File: src/rtl/uart_pkg.sv
// Types, parity modes and the parity helper shared by the fabric UART
// and its testbench-visible configuration.
package uart_pkg;

  typedef enum logic [2:0] {
    ST_IDLE,
    ST_START,
    ST_DATA,
    ST_PARITY,
    ST_STOP
  } uart_state_t;

  localparam int PAR_NONE = 0;
  localparam int PAR_ODD  = 1;
  localparam int PAR_EVEN = 2;

  // Unused upper data bits must be zero so they do not disturb the XOR.
  function automatic logic parity_bit(input logic [7:0] data, input int mode);
    logic p;
    p = ^data;
    return (mode == PAR_ODD) ? ~p : p;
  endfunction

endpackage

File: src/rtl/sync_fifo.sv
// Single-clock show-ahead FIFO with an occupancy count.
// The head reads as zero while the FIFO is empty.
module sync_fifo #(
  parameter int WIDTH = 8,
  parameter int DEPTH = 16
) (
  input  logic                     clk,
  input  logic                     reset,
  input  logic [WIDTH-1:0]         wr_data,
  input  logic                     wr_valid,
  output logic                     wr_ready,
  output logic [WIDTH-1:0]         rd_data,
  output logic                     rd_valid,
  input  logic                     rd_ready,
  output logic [$clog2(DEPTH):0]   level
);

  localparam int AW = $clog2(DEPTH);

  logic [WIDTH-1:0] mem [DEPTH];
  logic [AW-1:0]    wr_ptr;
  logic [AW-1:0]    rd_ptr;
  logic             push;
  logic             pop;

  // Ready comes from the level alone, so a pop never frees a slot in the same cycle.
  assign wr_ready = (level != (AW+1)'(DEPTH));
  assign rd_valid = (level != '0);
  assign push     = wr_valid && wr_ready;
  assign pop      = rd_valid && rd_ready;
  assign rd_data  = rd_valid ? mem[rd_ptr] : '0;

  always_ff @(posedge clk) begin
    if (push) mem[wr_ptr] <= wr_data;
  end

  always_ff @(posedge clk) begin
    if (reset) begin
      wr_ptr <= '0;
      rd_ptr <= '0;
      level  <= '0;
    end else begin
      if (push) wr_ptr <= wr_ptr + 1'b1;
      if (pop)  rd_ptr <= rd_ptr + 1'b1;
      case ({push, pop})
        2'b10:   level <= level + 1'b1;
        2'b01:   level <= level - 1'b1;
        default: level <= level;
      endcase
    end
  end

endmodule

File: src/rtl/uart_fifo_core.sv
// Parametrised UART with TX/RX FIFOs, configurable frame format and
// one-cycle error pulses aligned with the RX FIFO push.
module uart_fifo_core
  import uart_pkg::*;
#(
  parameter int BAUD_DIV   = 1736,
  parameter int DATA_BITS  = 8,
  parameter int PARITY     = 0,
  parameter int STOP_BITS  = 1,
  parameter int FIFO_DEPTH = 16
) (
  input  logic                          sys_clk,
  input  logic                          reset,
  input  logic [DATA_BITS-1:0]          tx_data,
  input  logic                          tx_valid,
  output logic                          tx_ready,
  output logic [DATA_BITS-1:0]          rx_data,
  output logic                          rx_valid,
  input  logic                          rx_ready,
  input  logic                          uart_rxd,
  output logic                          uart_txd,
  output logic [$clog2(FIFO_DEPTH):0]   tx_level,
  output logic [$clog2(FIFO_DEPTH):0]   rx_level,
  output logic                          tx_busy,
  output logic                          rx_frame_err,
  output logic                          rx_parity_err,
  output logic                          rx_overrun
);

  localparam logic [15:0] BAUD_RELOAD = 16'(BAUD_DIV - 1);
  localparam logic [15:0] HALF_RELOAD = 16'(BAUD_DIV / 2 - 1);
  localparam logic [3:0]  LAST_DATA   = 4'(DATA_BITS - 1);
  localparam logic [3:0]  LAST_STOP   = 4'(STOP_BITS - 1);
  localparam bit          HAS_PARITY  = (PARITY != PAR_NONE);

  logic [DATA_BITS-1:0] tx_head;
  logic                 tx_head_valid;
  logic                 tx_pop;
  logic                 rx_push_q;
  logic [DATA_BITS-1:0] rx_word_q;
  logic                 rx_fifo_ready;

  sync_fifo #(.WIDTH(DATA_BITS), .DEPTH(FIFO_DEPTH)) u_tx_fifo (
    .clk      (sys_clk),
    .reset    (reset),
    .wr_data  (tx_data),
    .wr_valid (tx_valid),
    .wr_ready (tx_ready),
    .rd_data  (tx_head),
    .rd_valid (tx_head_valid),
    .rd_ready (tx_pop),
    .level    (tx_level)
  );

  sync_fifo #(.WIDTH(DATA_BITS), .DEPTH(FIFO_DEPTH)) u_rx_fifo (
    .clk      (sys_clk),
    .reset    (reset),
    .wr_data  (rx_word_q),
    .wr_valid (rx_push_q),
    .wr_ready (rx_fifo_ready),
    .rd_data  (rx_data),
    .rd_valid (rx_valid),
    .rd_ready (rx_ready),
    .level    (rx_level)
  );

  uart_state_t          tx_state, tx_state_n;
  logic [15:0]          tx_baud, tx_baud_n;
  logic [3:0]           tx_bit, tx_bit_n;
  logic [DATA_BITS-1:0] tx_shift, tx_shift_n;
  logic                 tx_par, tx_par_n;
  logic                 tx_line;
  logic                 tx_tick;

  assign tx_tick = (tx_baud == '0);
  assign tx_busy = (tx_state != ST_IDLE) || (tx_level != '0);

  always_ff @(posedge sys_clk) begin
    if (reset) begin
      tx_state <= ST_IDLE;
      tx_baud  <= '0;
      tx_bit   <= '0;
      tx_shift <= '0;
      tx_par   <= 1'b0;
      uart_txd <= 1'b1;
    end else begin
      tx_state <= tx_state_n;
      tx_baud  <= tx_baud_n;
      tx_bit   <= tx_bit_n;
      tx_shift <= tx_shift_n;
      tx_par   <= tx_par_n;
      uart_txd <= tx_line;
    end
  end

  always_comb begin
    tx_state_n = tx_state;
    tx_baud_n  = tx_tick ? BAUD_RELOAD : tx_baud - 16'd1;
    tx_bit_n   = tx_bit;
    tx_shift_n = tx_shift;
    tx_par_n   = tx_par;
    tx_pop     = 1'b0;
    tx_line    = 1'b1;
    unique case (tx_state)
      ST_IDLE: begin
        tx_baud_n = BAUD_RELOAD;
        tx_pop    = tx_head_valid;
      end
      ST_START: begin
        tx_line = 1'b0;
        if (tx_tick) begin
          tx_state_n = ST_DATA;
          tx_bit_n   = '0;
        end
      end
      ST_DATA: begin
        tx_line = tx_shift[0];
        if (tx_tick) begin
          tx_shift_n = tx_shift >> 1;
          tx_bit_n   = tx_bit + 4'd1;
          if (tx_bit == LAST_DATA) begin
            tx_bit_n   = '0;
            tx_state_n = HAS_PARITY ? ST_PARITY : ST_STOP;
          end
        end
      end
      ST_PARITY: begin
        tx_line = tx_par;
        if (tx_tick) tx_state_n = ST_STOP;
      end
      ST_STOP: begin
        if (tx_tick) begin
          tx_bit_n = tx_bit + 4'd1;
          if (tx_bit == LAST_STOP) begin
            tx_bit_n   = '0;
            tx_state_n = ST_IDLE;
            tx_pop     = tx_head_valid;
          end
        end
      end
      default: tx_state_n = ST_IDLE;
    endcase
    // Popping straight out of the last stop bit keeps back-to-back frames gapless.
    if (tx_pop) begin
      tx_state_n = ST_START;
      tx_baud_n  = BAUD_RELOAD;
      tx_shift_n = tx_head;
      tx_par_n   = parity_bit(8'(tx_head), PARITY);
    end
  end

  logic                 rxd_meta, rxd_sync;
  uart_state_t          rx_state, rx_state_n;
  logic [15:0]          rx_baud, rx_baud_n;
  logic [3:0]           rx_bit, rx_bit_n;
  logic [DATA_BITS-1:0] rx_shift, rx_shift_n;
  logic                 rx_par, rx_par_n;
  logic                 rx_armed, rx_armed_n;
  logic                 rx_done;
  logic                 rx_tick;
  logic                 rx_ferr_q, rx_perr_q;

  assign rx_tick       = (rx_baud == '0);
  assign rx_frame_err  = rx_ferr_q;
  assign rx_parity_err = rx_perr_q;
  assign rx_overrun    = rx_push_q && !rx_fifo_ready;

  always_ff @(posedge sys_clk) begin
    if (reset) begin
      rxd_meta  <= 1'b1;
      rxd_sync  <= 1'b1;
      rx_state  <= ST_IDLE;
      rx_baud   <= '0;
      rx_bit    <= '0;
      rx_shift  <= '0;
      rx_par    <= 1'b0;
      rx_armed  <= 1'b1;
      rx_push_q <= 1'b0;
      rx_word_q <= '0;
      rx_ferr_q <= 1'b0;
      rx_perr_q <= 1'b0;
    end else begin
      rxd_meta  <= uart_rxd;
      rxd_sync  <= rxd_meta;
      rx_state  <= rx_state_n;
      rx_baud   <= rx_baud_n;
      rx_bit    <= rx_bit_n;
      rx_shift  <= rx_shift_n;
      rx_par    <= rx_par_n;
      rx_armed  <= rx_armed_n;
      rx_push_q <= rx_done;
      if (rx_done) rx_word_q <= rx_shift;
      rx_ferr_q <= rx_done && !rxd_sync;
      rx_perr_q <= rx_done && HAS_PARITY && (rx_par != parity_bit(8'(rx_shift), PARITY));
    end
  end

  // After a bad stop bit the receiver stays disarmed until it sees the line high.
  always_comb begin
    rx_state_n = rx_state;
    rx_baud_n  = rx_tick ? BAUD_RELOAD : rx_baud - 16'd1;
    rx_bit_n   = rx_bit;
    rx_shift_n = rx_shift;
    rx_par_n   = rx_par;
    rx_armed_n = rx_armed;
    rx_done    = 1'b0;
    unique case (rx_state)
      ST_IDLE: begin
        rx_baud_n = HALF_RELOAD;
        if (!rx_armed) rx_armed_n = rxd_sync;
        else if (!rxd_sync) rx_state_n = ST_START;
      end
      ST_START: begin
        if (rx_tick) begin
          rx_state_n = rxd_sync ? ST_IDLE : ST_DATA;
          rx_bit_n   = '0;
        end
      end
      ST_DATA: begin
        if (rx_tick) begin
          rx_shift_n = {rxd_sync, rx_shift[DATA_BITS-1:1]};
          rx_bit_n   = rx_bit + 4'd1;
          if (rx_bit == LAST_DATA) begin
            rx_bit_n   = '0;
            rx_state_n = HAS_PARITY ? ST_PARITY : ST_STOP;
          end
        end
      end
      ST_PARITY: begin
        if (rx_tick) begin
          rx_par_n   = rxd_sync;
          rx_state_n = ST_STOP;
        end
      end
      ST_STOP: begin
        if (rx_tick) begin
          rx_done    = 1'b1;
          rx_state_n = ST_IDLE;
          rx_armed_n = rxd_sync;
        end
      end
      default: rx_state_n = ST_IDLE;
    endcase
  end

endmodule

File: config.mk
export PLATFORM = sky130hd
export DESIGN_NAME = uart_fifo_core
export DESIGN_NICKNAME = d
export VERILOG_FILES = /design/src/rtl/uart_pkg.sv /design/src/rtl/sync_fifo.sv /design/src/rtl/uart_fifo_core.sv
export SDC_FILE = /design/constraint.sdc
export NUM_CORES = 1
export LEC_CHECK = 0
export BUFFER_PORTS_ARGS = -buffer_cell sky130_fd_sc_hd__buf_2
export CAP_MARGIN = 20
export CORE_MARGIN = 5
export CORE_UTILIZATION = 55
export DETAILED_ROUTE_END_ITERATION = 7
export PLACE_DENSITY = 0.72
export SYNTH_ARGS = -nofsm -noshare
export SYNTH_HDL_FRONTEND = slang
export SYNTH_SLANG_ARGS = --single-unit
File: constraint.sdc
create_clock -name sys_clk -period 5.23 [get_ports sys_clk]
set_input_delay 0.523 -clock sys_clk [delete_from_list [all_inputs] [get_ports sys_clk]]
set_output_delay 0.523 -clock sys_clk [all_outputs]
set_load 0.03 [all_outputs]
==> metrics.cfg, run 1 <==
[run_status]
status=complete, no violations

[global_routing]
antenna_found_initial=0
grt_pass1_vias=7981
grt_first_pass_wirelength_um=43660
grt_start_max_net_pins=40
grt_use_total_pct=18.04
gr-total-overflow=0

[synth]
synth_flop_cell=edfxtp_1
yosysWarnings=0
synth_compound_area_share_pct=5.012
syn_avg_cell_area_um2=14.58
netlist_top_cells_area=edfxtp_1 (52%), dfxtp_1 (15%), mux4_2 (11%)
synth_seq_cells=367
ys_async_sr_fraction_pct=0
syn_nets=1057
synth-simple-area-share_pct=9.308
yosysSeqAreaShare_pct=66.71
syn_inst=1019
muxShareOfSynthArea_pct=11.52
synth-edff-count=256
synth.distinct_cells=55
syn_area_mm2=0.01485
synth_top_family_by_area=multiplexers
synthAdderAreaFrac_pct=2.156
synth_xor_area_share_pct=3.125
yosysTopAreaCell=edfxtp_1
synth_top_area_share_pct=51.75

[routing]
wl_per_cell_um=19.24
initialDrtViolationCount=702
vias=8137
drtPass1Iterations=5
via_per_inst=5.718
ant_nets=0
route.detailed.drc=0
wl_um=27380

[pwr]
power.share.clock_pct=39.0
p_leak_nw=5.589
power_frac_comb_pct=13.5
switching_share_pct=24.71
p_per_area_mw_per_mm2=417.2
ir_drop_mv=0.2790
power.switching_mw=1.712
internal-power_mw=5.216
seqPwrFrac_pct=47.5

[die]
die_w_um=174.3
initial_core_util_pct=55.42
die_y_um=174.3
boundaryPins=38
coreArea_mm2=0.02680
rows=60
dieArea_mm2=0.03039

[setup_path]
cp_slowest_stage_delay_ns=0.87
critPathArrivalTime_ns=4.64
path_cells=or4_4 -> nor2_2 -> a41oi_4 -> or4b_1 -> inv_6 -> ha_1 -> xor2_1 -> ha_1 -> o21ai_0 -> a21oi_1 -> a21oi_1 -> xor2_1 -> or3_1 -> a21oi_1
cpMaxStageDelayCell=or4b_1
crit_buf_inv=1
worst_path_most_repeated_cell=a21oi_1
cp_top_family=simple AND/OR/NAND/NOR gates
cp-start-kind=flop
cp.required_ns=5.67
endpoint_kind=flop
worst-path-max-fanout=18
path_class=reg -> reg

[cts]
post_cts_buffers=0
numCtsBuffers=38
clk-insertion-delay-late_ns=0.53
cts_resized=0
cts_hold_buf=0
clockRootBuffer=clkbuf_16
cts_max_level=2
cts_tree=done
clk_path_buf_depth=3
clkSlewWorstSetupHoldPaths_ns=0.06
clock_sinks=367

[job]
max-cap-violations=0

[final_layout]
drive_above_1_share_pct=17.38
final_area_mm2=0.01660
nets=1090
area_delta_synth_final_pct=11.78
nFillCells=1939
antenna_cells=0
final_cells=1423

[sta]
drv_slew=0
worst_slack_ns=1.031
setup-tns-final_ns=0
rsz0062_at_grt=false
fmax_ghz=0.2382
period_minus_slack_ns=4.199
hold_viol=0
finalSetupViolations=0
timing.final.crit_share_pct=80.28
worst_slew_pin_slew_ns=1.104
fin_worst_skew_ns=0.02582
maxSlewHeadroom_pct=26.13

[placed_design]
globalplace.congestion=0.7855
pre_cts_slack_ns=1.048
dp_hpwl_um=17170
io_buffer_count=36
postPlaceCellArea_mm2=0.01534
place_inst=1353

[min_path]
min_path_type=in -> reg

[power by group through the flow]
stage                     Combinational [mW]  Sequential, mW  Clock, mW
after global routing                    1.03            3.31       2.88
after global placement                 0.932            3.35          0
after detailed placement               0.945            3.35          0
final                                  0.935            3.29       2.70
after floorplan                        0.742            3.33          0
after CTS                              0.950            3.29       2.75
[stage by stage]
stage	util (%)	total power [mW]	hold WS (ns)
3_3_place_gp	57.24	4.280	0.4034
5_1_grt	61.96	7.223	0.1925
4_1_cts	61.96	6.996	0.1781
6_report	61.96	6.928	0.1958
3_5_place_dp	57.24	4.298	0.4071
2_1_floorplan	-	4.075	0.3895
[kinds of logic (layout without fill, tap and decap cells)]
family | Yosys count | after routing
other | 1 | 1
AND/OR/NAND/NOR | 291 | 291
AO/OA/AOI/OAI | 123 | 123
buffers and inverters | 78 | 141
XOR/XNOR | 53 | 53
adder cells (fa/ha/maj) | 25 | 25
multiplexers | 81 | 81
flip-flops | 367 | 367
[synth_stat cells, drive strengths merged (2+ instances only)]
master and instances:
edfxtp 256, dfxtp 111, nor2 106, nand2 81
mux4 72, a21oi 62, clkbuf 38, xnor2 28
inv 25, xor2 25, ha 24, nor3 18
o21ai 18, a22oi 17, nor2b 17, buf 15
nor4 11, a211oi 10, or3 10, mux2i 9
nand3 9, or4 9, nand2b 7, nand4 6
a31oi 3, and2 3, nand3b 3, o21a 3
or2 3, a21o 2, and3 2, nor3b 2
o31ai 2
[layer usage]
| layer | wire length [µm] | GRT usage [%] | vias up |
|---|---|---|---|
| met3 | 1632 | 3.763 | 37 |
| met1 | 12050 | 25.52 | 4018 |
| met4 | 437 | 4.025 | 0 |
| met2 | 13260 | 29.25 | 195 |
| met5 | 0 | 0 | - |
| li1 | - | - | 3887 |
[worst paths after layout]
path / startpoint / endpoint / slack (ns) / depth (start not counted)
worst min register to register: rxd_meta$_SDFF_PP1_ / rxd_sync$_SDFF_PP1_ / 0.42 / 1
worst max-delay path: tx_baud[10]$_SDFF_PP0_ / u_tx_fifo.level[4]$_SDFFE_PP0P_ / 1.03 / 14
worst max register to register: tx_baud[10]$_SDFF_PP0_ / u_tx_fifo.level[4]$_SDFFE_PP0P_ / 1.03 / 14
worst min-delay path: uart_rxd / rxd_meta$_SDFF_PP1_ / 0.20 / 2
[worst reg2reg max path: cells and delay by family (launching register included)]
kind,cells,cell delay [ns]
and+or+nand+nor,4,1.94
adders and majority gates,2,0.58
xor gates and xnor gates,2,0.34
AOI/OAI and AO/OA,5,0.70
buffers and inverters,1,0.22
DFF,1,0.35
[flip-flops by register name, summed over array words and instances, names as in the netlist, 4 cells and up, named ones only]
register / count
rx_baud: 16
rx_bit: 4
rx_shift: 8
rx_word_q: 8
tx_baud: 16
tx_bit: 4
tx_shift: 8
u_rx_fifo.level: 5
u_rx_fifo.mem: 128
u_rx_fifo.rd_ptr: 4
u_rx_fifo.wr_ptr: 4
u_tx_fifo.level: 5
u_tx_fifo.mem: 128
u_tx_fifo.rd_ptr: 4
u_tx_fifo.wr_ptr: 4
[area by class of cell]
class	count	area, µm²	area share (%)
Timing Repair Buffer	46	255.2	1.537
Clock buffer	51	1056	6.360
Multi-Input combinational cell	574	4647	27.99
Clock inverter	19	209.0	1.258
Inverter	25	98.84	0.5953
Tap cell	341	426.7	2.570
Sequential cell	367	9912	59.69
[cells in the final DEF (no fill, tap or decap), types with 4 or more instances in the layout]
cell type	count
buf_4	10
inv_1	24
ha_1	24
nand2b_1	7
clkbuf_16	40
a22oi_1	17
nor2_1	104
dfxtp_1	109
or3_1	9
nor2b_1	17
o21ai_0	17
edfxtp_1	256
a211oi_1	10
xnor2_1	28
buf_2	36
clkbuf_1	9
mux2i_1	9
xor2_1	25
nand4_1	5
nor3_1	14
nand3_1	9
bufinv_16	4
a21oi_1	62
or4_1	7
clkinv_1	9
nand2_1	81
nor3_2	4
nor4_1	10
mux4_2	72
No activity file was read; power rests on OpenSTA's default activity.
==> inputs of run 2 (changes only) <==
==> constraint.sdc (replaced) <==
create_clock -name sys_clk -period 4.1 [get_ports sys_clk]
set_input_delay 0.41 -clock sys_clk [delete_from_list [all_inputs] [get_ports sys_clk]]
set_output_delay 0.41 -clock sys_clk [all_outputs]
set_load 0.03 [all_outputs]
==> metrics.cfg, run 2 (synthesized netlist as in run 1, its figures left out) <==
[global_routing]
grt_use_total_pct=18.27  ; +0.23 points
grt_pass1_vias=8042  ; +0.76%
antenna_found_initial=0  ; unchanged
gr-total-overflow=0  ; unchanged
grt_first_pass_wirelength_um=44020  ; +0.82%
grt_start_max_net_pins=40  ; unchanged

[placed_design]
postPlaceCellArea_mm2=0.01539  ; +0.34%
globalplace.congestion=0.7954  ; +1.3%
dp_hpwl_um=17770  ; +3.4%
io_buffer_count=36  ; unchanged
pre_cts_slack_ns=0.4490  ; -0.5990 ns
place_inst=1360  ; +0.52%

[die]
rows=60  ; unchanged
die_y_um=174.3  ; unchanged
die_w_um=174.3  ; unchanged
initial_core_util_pct=55.42  ; unchanged
dieArea_mm2=0.03039  ; unchanged
boundaryPins=38  ; unchanged
coreArea_mm2=0.02680  ; unchanged

[cts]
clockRootBuffer=clkbuf_16
clkSlewWorstSetupHoldPaths_ns=0.06  ; about the same
clk-insertion-delay-late_ns=0.52  ; about the same
cts_resized=0  ; unchanged
cts_tree=done
cts_max_level=2  ; unchanged
clk_path_buf_depth=3  ; unchanged
clock_sinks=367  ; unchanged
numCtsBuffers=37  ; -2.6%
cts_hold_buf=0  ; unchanged
post_cts_buffers=0  ; unchanged

[run_status]
status=complete, no violations

[routing]
wl_um=27610  ; +0.86%
vias=8210  ; +0.90%
wl_per_cell_um=19.35  ; +0.58%
via_per_inst=5.753  ; +0.61%
initialDrtViolationCount=713  ; +1.6%
route.detailed.drc=0  ; unchanged
drtPass1Iterations=5  ; unchanged
ant_nets=0  ; unchanged

[sta]
fin_worst_skew_ns=0.02985  ; +0.004039 ns
worst_slew_pin_slew_ns=1.081  ; -0.02322 ns
rsz0062_at_grt=false
finalSetupViolations=0  ; unchanged
timing.final.crit_share_pct=89.70  ; +9.4 points
maxSlewHeadroom_pct=27.69  ; +1.6 points
period_minus_slack_ns=3.678  ; -0.5209 ns
setup-tns-final_ns=0  ; unchanged
whs_ns=0.1047  ; -0.09108 ns
hold_viol=0  ; unchanged
worst_slack_ns=0.4223  ; -0.6091 ns
drv_slew=0  ; unchanged
fmax_ghz=0.2719  ; +14%

[setup_path]
endpoint_kind=flop
worst-path-max-fanout=11  ; -7
cp-start-kind=flop
path_class=reg -> reg
cp.required_ns=4.52  ; -1.15 ns
critPathArrivalTime_ns=4.10  ; -0.54 ns

[final_layout]
final_cells=1427  ; +0.28%
nFillCells=1962  ; +1.2%
reg_top3=u_rx_fifo.mem x128, u_tx_fifo.mem x128
area_delta_synth_final_pct=11.37
seqCellArea_mm2=0.009912  ; unchanged
final_cell_mix=edfxtp_1 (256), dfxtp_1 (109), nor2_1 (104), nand2_1 (81), mux4_2 (72)
multi_input_area_mm2=0.004647  ; unchanged
drive_above_1_share_pct=18.32  ; +0.95 points
nets=1097  ; +0.64%
final_area_mm2=0.01654  ; -0.37%
utilization_pct=61.73  ; -0.23 points
antenna_cells=0  ; unchanged
final_common_cell=edfxtp_1

[pwr]
ir_drop_mv=0.3894  ; +40%
p_per_area_mw_per_mm2=518.5  ; +24%
total_power_mw=8.578  ; +24%
p_leak_nw=5.577  ; -0.21%

[job]
max-cap-violations=0  ; unchanged

[min_path]
min_path_type=in -> reg

[run 2: cell types whose count changed in the layout (fill, tap and decap cells not counted), sizes merged]
cell / delta
clkinvlp: +1
buf: +8
bufinv: -3
inv: -1
clkinv: +1
clkbuf: -2
[run 2: final timing paths]
path,from,end,slack (ns),cells past startpoint
max reg2reg,tx_baud[3]$_SDFF_PP0_,u_tx_fifo.level[4]$_SDFFE_PP0P_,0.42,14
min,uart_rxd,rxd_meta$_SDFF_PP1_,0.10,2
max,tx_baud[3]$_SDFF_PP0_,u_tx_fifo.level[4]$_SDFFE_PP0P_,0.42,14
min reg2reg,rxd_meta$_SDFF_PP1_,rxd_sync$_SDFF_PP1_,0.41,1
[run 2: final cells by class]
cell class	count	share of cell area [%]
inverters	25	0.5975
multi-input cells	574	28.09
clock buffers	49	6.172
clock inverters	17	0.7412
repair buffers	54	1.906
flip-flops and latches	367	59.92
well taps	341	2.579
[run 2: report_power, final]
| group | total, mW | switching (mW) | internal, mW |
|---|---|---|---|
| combinational | 1.21 | 0.692 | 0.520 |
| sequential | 4.21 | 0.130 | 4.08 |
| clock | 3.16 | 1.34 | 1.82 |
| total | 8.58 | 2.16 | 6.42 |
[run 2: metal layers]
metal	vias to the layer above	wire length, µm	track usage [%]	share of wire [%]
met5	-	0	0	0
met4	0	485	4.487	1.8
met3	42	1741	4.350	6.3
met2	212	13390	29.50	48
met1	4076	12000	25.43	43
li1	3880	-	-	-
[run 2: critical path: stages (launching register included)]
cell and delay (ns):
dfxtp_1 0.34, or4_4 0.57, nor2_4 0.21, a41oi_4 0.21, or4b_1 0.65, inv_6 0.14
ha_1 0.19, xor2_1 0.16, ha_1 0.20, o21ai_0 0.09, a21oi_1 0.17, a21oi_1 0.09
xor2_1 0.15, or3_1 0.30, a21oi_1 0.14
==> inputs of run 3 (changes only) <==
--- a/config.mk
+++ b/config.mk
@@ -7,6 +7,7 @@
 export LEC_CHECK = 0
 export BUFFER_PORTS_ARGS = -buffer_cell sky130_fd_sc_hd__buf_2
 export CAP_MARGIN = 20
+export CORE_ASPECT_RATIO = 0.9
 export CORE_MARGIN = 5
 export CORE_UTILIZATION = 55
 export DETAILED_ROUTE_END_ITERATION = 7
==> metrics.cfg, run 3 (synthesized netlist as in run 1, its figures left out) <==
[run_status]
status=complete, no violations

[sta]
worst_slack_ns=0.4412  ; +0.01891 ns
period_minus_slack_ns=3.659  ; -0.01891 ns
hold_viol=0  ; unchanged
fin_worst_skew_ns=0.02779  ; -0.002065 ns
finalSetupViolations=0  ; unchanged
timing.final.crit_share_pct=89.24  ; -0.46 points
fmax_ghz=0.2733  ; +0.52%
rsz0062_at_grt=false
drv_slew=0  ; unchanged
setup-tns-final_ns=0  ; unchanged
worst_slew_pin_slew_ns=0.8700  ; -0.2107 ns
maxSlewHeadroom_pct=41.79  ; +14 points

[pwr]
power.share.clock_pct=38.6  ; +1.8 points
switching_share_pct=24.55  ; -0.64 points
p_per_area_mw_per_mm2=527.7  ; +1.8%
seqPwrFrac_pct=47.7  ; -1.3 points
total_power_mw=8.772  ; +2.3%
ir_drop_mv=0.5023  ; +29%
p_leak_nw=5.591  ; +0.25%
internal-power_mw=6.618  ; +3.1%
power_frac_comb_pct=13.8  ; -0.3 points
power.switching_mw=2.154  ; -0.36%

[routing]
via_per_inst=5.710  ; -0.76%
ant_nets=0  ; unchanged
wl_um=28180  ; +2.1%
vias=8222  ; +0.15%
drtPass1Iterations=5  ; unchanged
route.detailed.drc=0  ; unchanged
initialDrtViolationCount=695  ; -2.5%
wl_per_cell_um=19.57  ; +1.1%

[final_layout]
final_area_mm2=0.01662  ; +0.47%
final_cell_mix=edfxtp_1 (256), dfxtp_1 (109), nor2_1 (104), nand2_1 (81), mux4_2 (72)
multi_input_area_mm2=0.004627  ; -0.43%
nFillCells=1997  ; +1.8%
antenna_cells=0  ; unchanged
drive_above_1_share_pct=17.86  ; -0.46 points
final_common_cell=edfxtp_1
area_delta_synth_final_pct=11.89
seqCellArea_mm2=0.009912  ; unchanged
nets=1096  ; -0.091%
reg_top3=u_rx_fifo.mem x128, u_tx_fifo.mem x128

[setup_path]
critPathArrivalTime_ns=4.09  ; about the same
path_class=reg -> reg
reg2reg_from=tx_baud[10]$_SDFF_PP0_
cp_slowest_stage_delay_ns=0.65  ; about the same
endpoint=u_tx_fifo.level[4]$_SDFFE_PP0P_
worst-path-max-fanout=11  ; unchanged
reg2reg_to=u_tx_fifo.level[4]$_SDFFE_PP0P_
cp.required_ns=4.54  ; +0.02 ns
endpoint_kind=flop
cpMaxStageDelayCell=or4b_1
path_cells=or4_4 -> nor2_2 -> a41oi_4 -> or4b_1 -> inv_6 -> ha_1 -> xor2_1 -> ha_1 -> o21ai_0 -> a21oi_1 -> a21oi_1 -> xor2_1 -> or3_1 -> a21oi_1
cp-start-kind=flop
worst_path_most_repeated_cell=a21oi_1
cp-startpoint=tx_baud[10]$_SDFF_PP0_
reg2reg_depth=14  ; unchanged
r2r_slack_ns=0.44  ; +0.02 ns

[cts]
clk_path_buf_depth=3  ; unchanged
cts_max_level=2  ; unchanged
cts_tree=done
numCtsBuffers=37  ; unchanged
clkSlewWorstSetupHoldPaths_ns=0.06  ; about the same
clock_sinks=367  ; unchanged
clockRootBuffer=clkbuf_16
cts_resized=0  ; unchanged
post_cts_buffers=0  ; unchanged
clk-insertion-delay-late_ns=0.53  ; about the same
cts_hold_buf=0  ; unchanged

[job]
max-cap-violations=0  ; unchanged

[die]
rows=57  ; -5.0%
die_y_um=165.9  ; -4.8%
dieArea_mm2=0.03040  ; about the same
initial_core_util_pct=55.39  ; about the same
boundaryPins=38  ; unchanged
die_w_um=183.2  ; +5.1%
coreArea_mm2=0.02682  ; about the same

[global_routing]
grt_first_pass_wirelength_um=45020  ; +2.3%
antenna_found_initial=0  ; unchanged
grt_pass1_vias=8134  ; +1.1%
gr-total-overflow=0  ; unchanged
grt_start_max_net_pins=37  ; -7.5%
grt_use_total_pct=18.67  ; +0.40 points

[min_path]
hold_start=uart_rxd
hold_path_depth=2  ; unchanged
min_path_type=in -> reg

[placed_design]
pre_cts_slack_ns=0.4673  ; +0.01825 ns
io_buffer_count=36  ; unchanged
globalplace.congestion=0.7904  ; -0.63%
dp_hpwl_um=18040  ; +1.6%
postPlaceCellArea_mm2=0.01540  ; about the same

==> run 3: worst min path at each step <==
stage	slack, ns	endpoint
after floorplan	0.39	rxd_sync$_SDFF_PP1_
after global placement	0.43	rxd_sync$_SDFF_PP1_
after detailed placement	0.43	rxd_sync$_SDFF_PP1_
after CTS	0.08	rxd_meta$_SDFF_PP1_
after global routing	0.08	rxd_meta$_SDFF_PP1_
final	0.09	rxd_meta$_SDFF_PP1_
==> run 3: layout make-up <==
| cell class | instances | area share (%) |
|---|---|---|
| clock inverters | 22 | 1.408 |
| flip-flops and latches | 367 | 59.64 |
| clock buffers | 45 | 5.932 |
| inverters | 25 | 0.5947 |
| repair buffers | 53 | 1.927 |
| well taps | 354 | 2.665 |
| multi-input cells | 574 | 27.84 |
==> run 3: per-stage QoR <==
stage,std cells,hold WS [ns],utilization (%)
2_1_floorplan,1019,0.3895,-
3_3_place_gp,1373,0.4344,57.43
3_5_place_dp,1373,0.4305,57.43
4_1_cts,1440,0.07514,61.98
5_1_grt,1440,0.07826,61.98
6_report,1440,0.09099,61.98
==> run 3: power by group through the flow <==
| stage | Clock (mW) | Sequential (mW) | Combinational, mW |
|---|---|---|---|
| floorplan | 0 | 4.25 | 0.946 |
| global placement | 0 | 4.25 | 1.20 |
| detailed placement | 0 | 4.26 | 1.22 |
| CTS | 3.45 | 4.18 | 1.22 |
| global route | 3.62 | 4.19 | 1.34 |
| finish | 3.38 | 4.18 | 1.21 |
==> run 3: metal layers <==
metal / up-vias / share of wire [%] / track usage, %
met5: - / 0 / 0
met1: 4120 / 46 / 27.76
met3: 46 / 4.4 / 2.935
li1: 3890 / - / -
met2: 166 / 48 / 29.21
met4: 0 / 2.1 / 4.922
==> run 3: critical path, delay by kind of cell (launching register included) <==
| kind | cells | cell delay (ns) |
|---|---|---|
| DFF | 1 | 0.36 |
| and+or+nand+nor | 4 | 1.72 |
| buffers and inverters | 1 | 0.15 |
| AOI/OAI and AO/OA | 5 | 0.68 |
| xor gates and xnor gates | 2 | 0.29 |
| adders and majority gates | 2 | 0.38 |
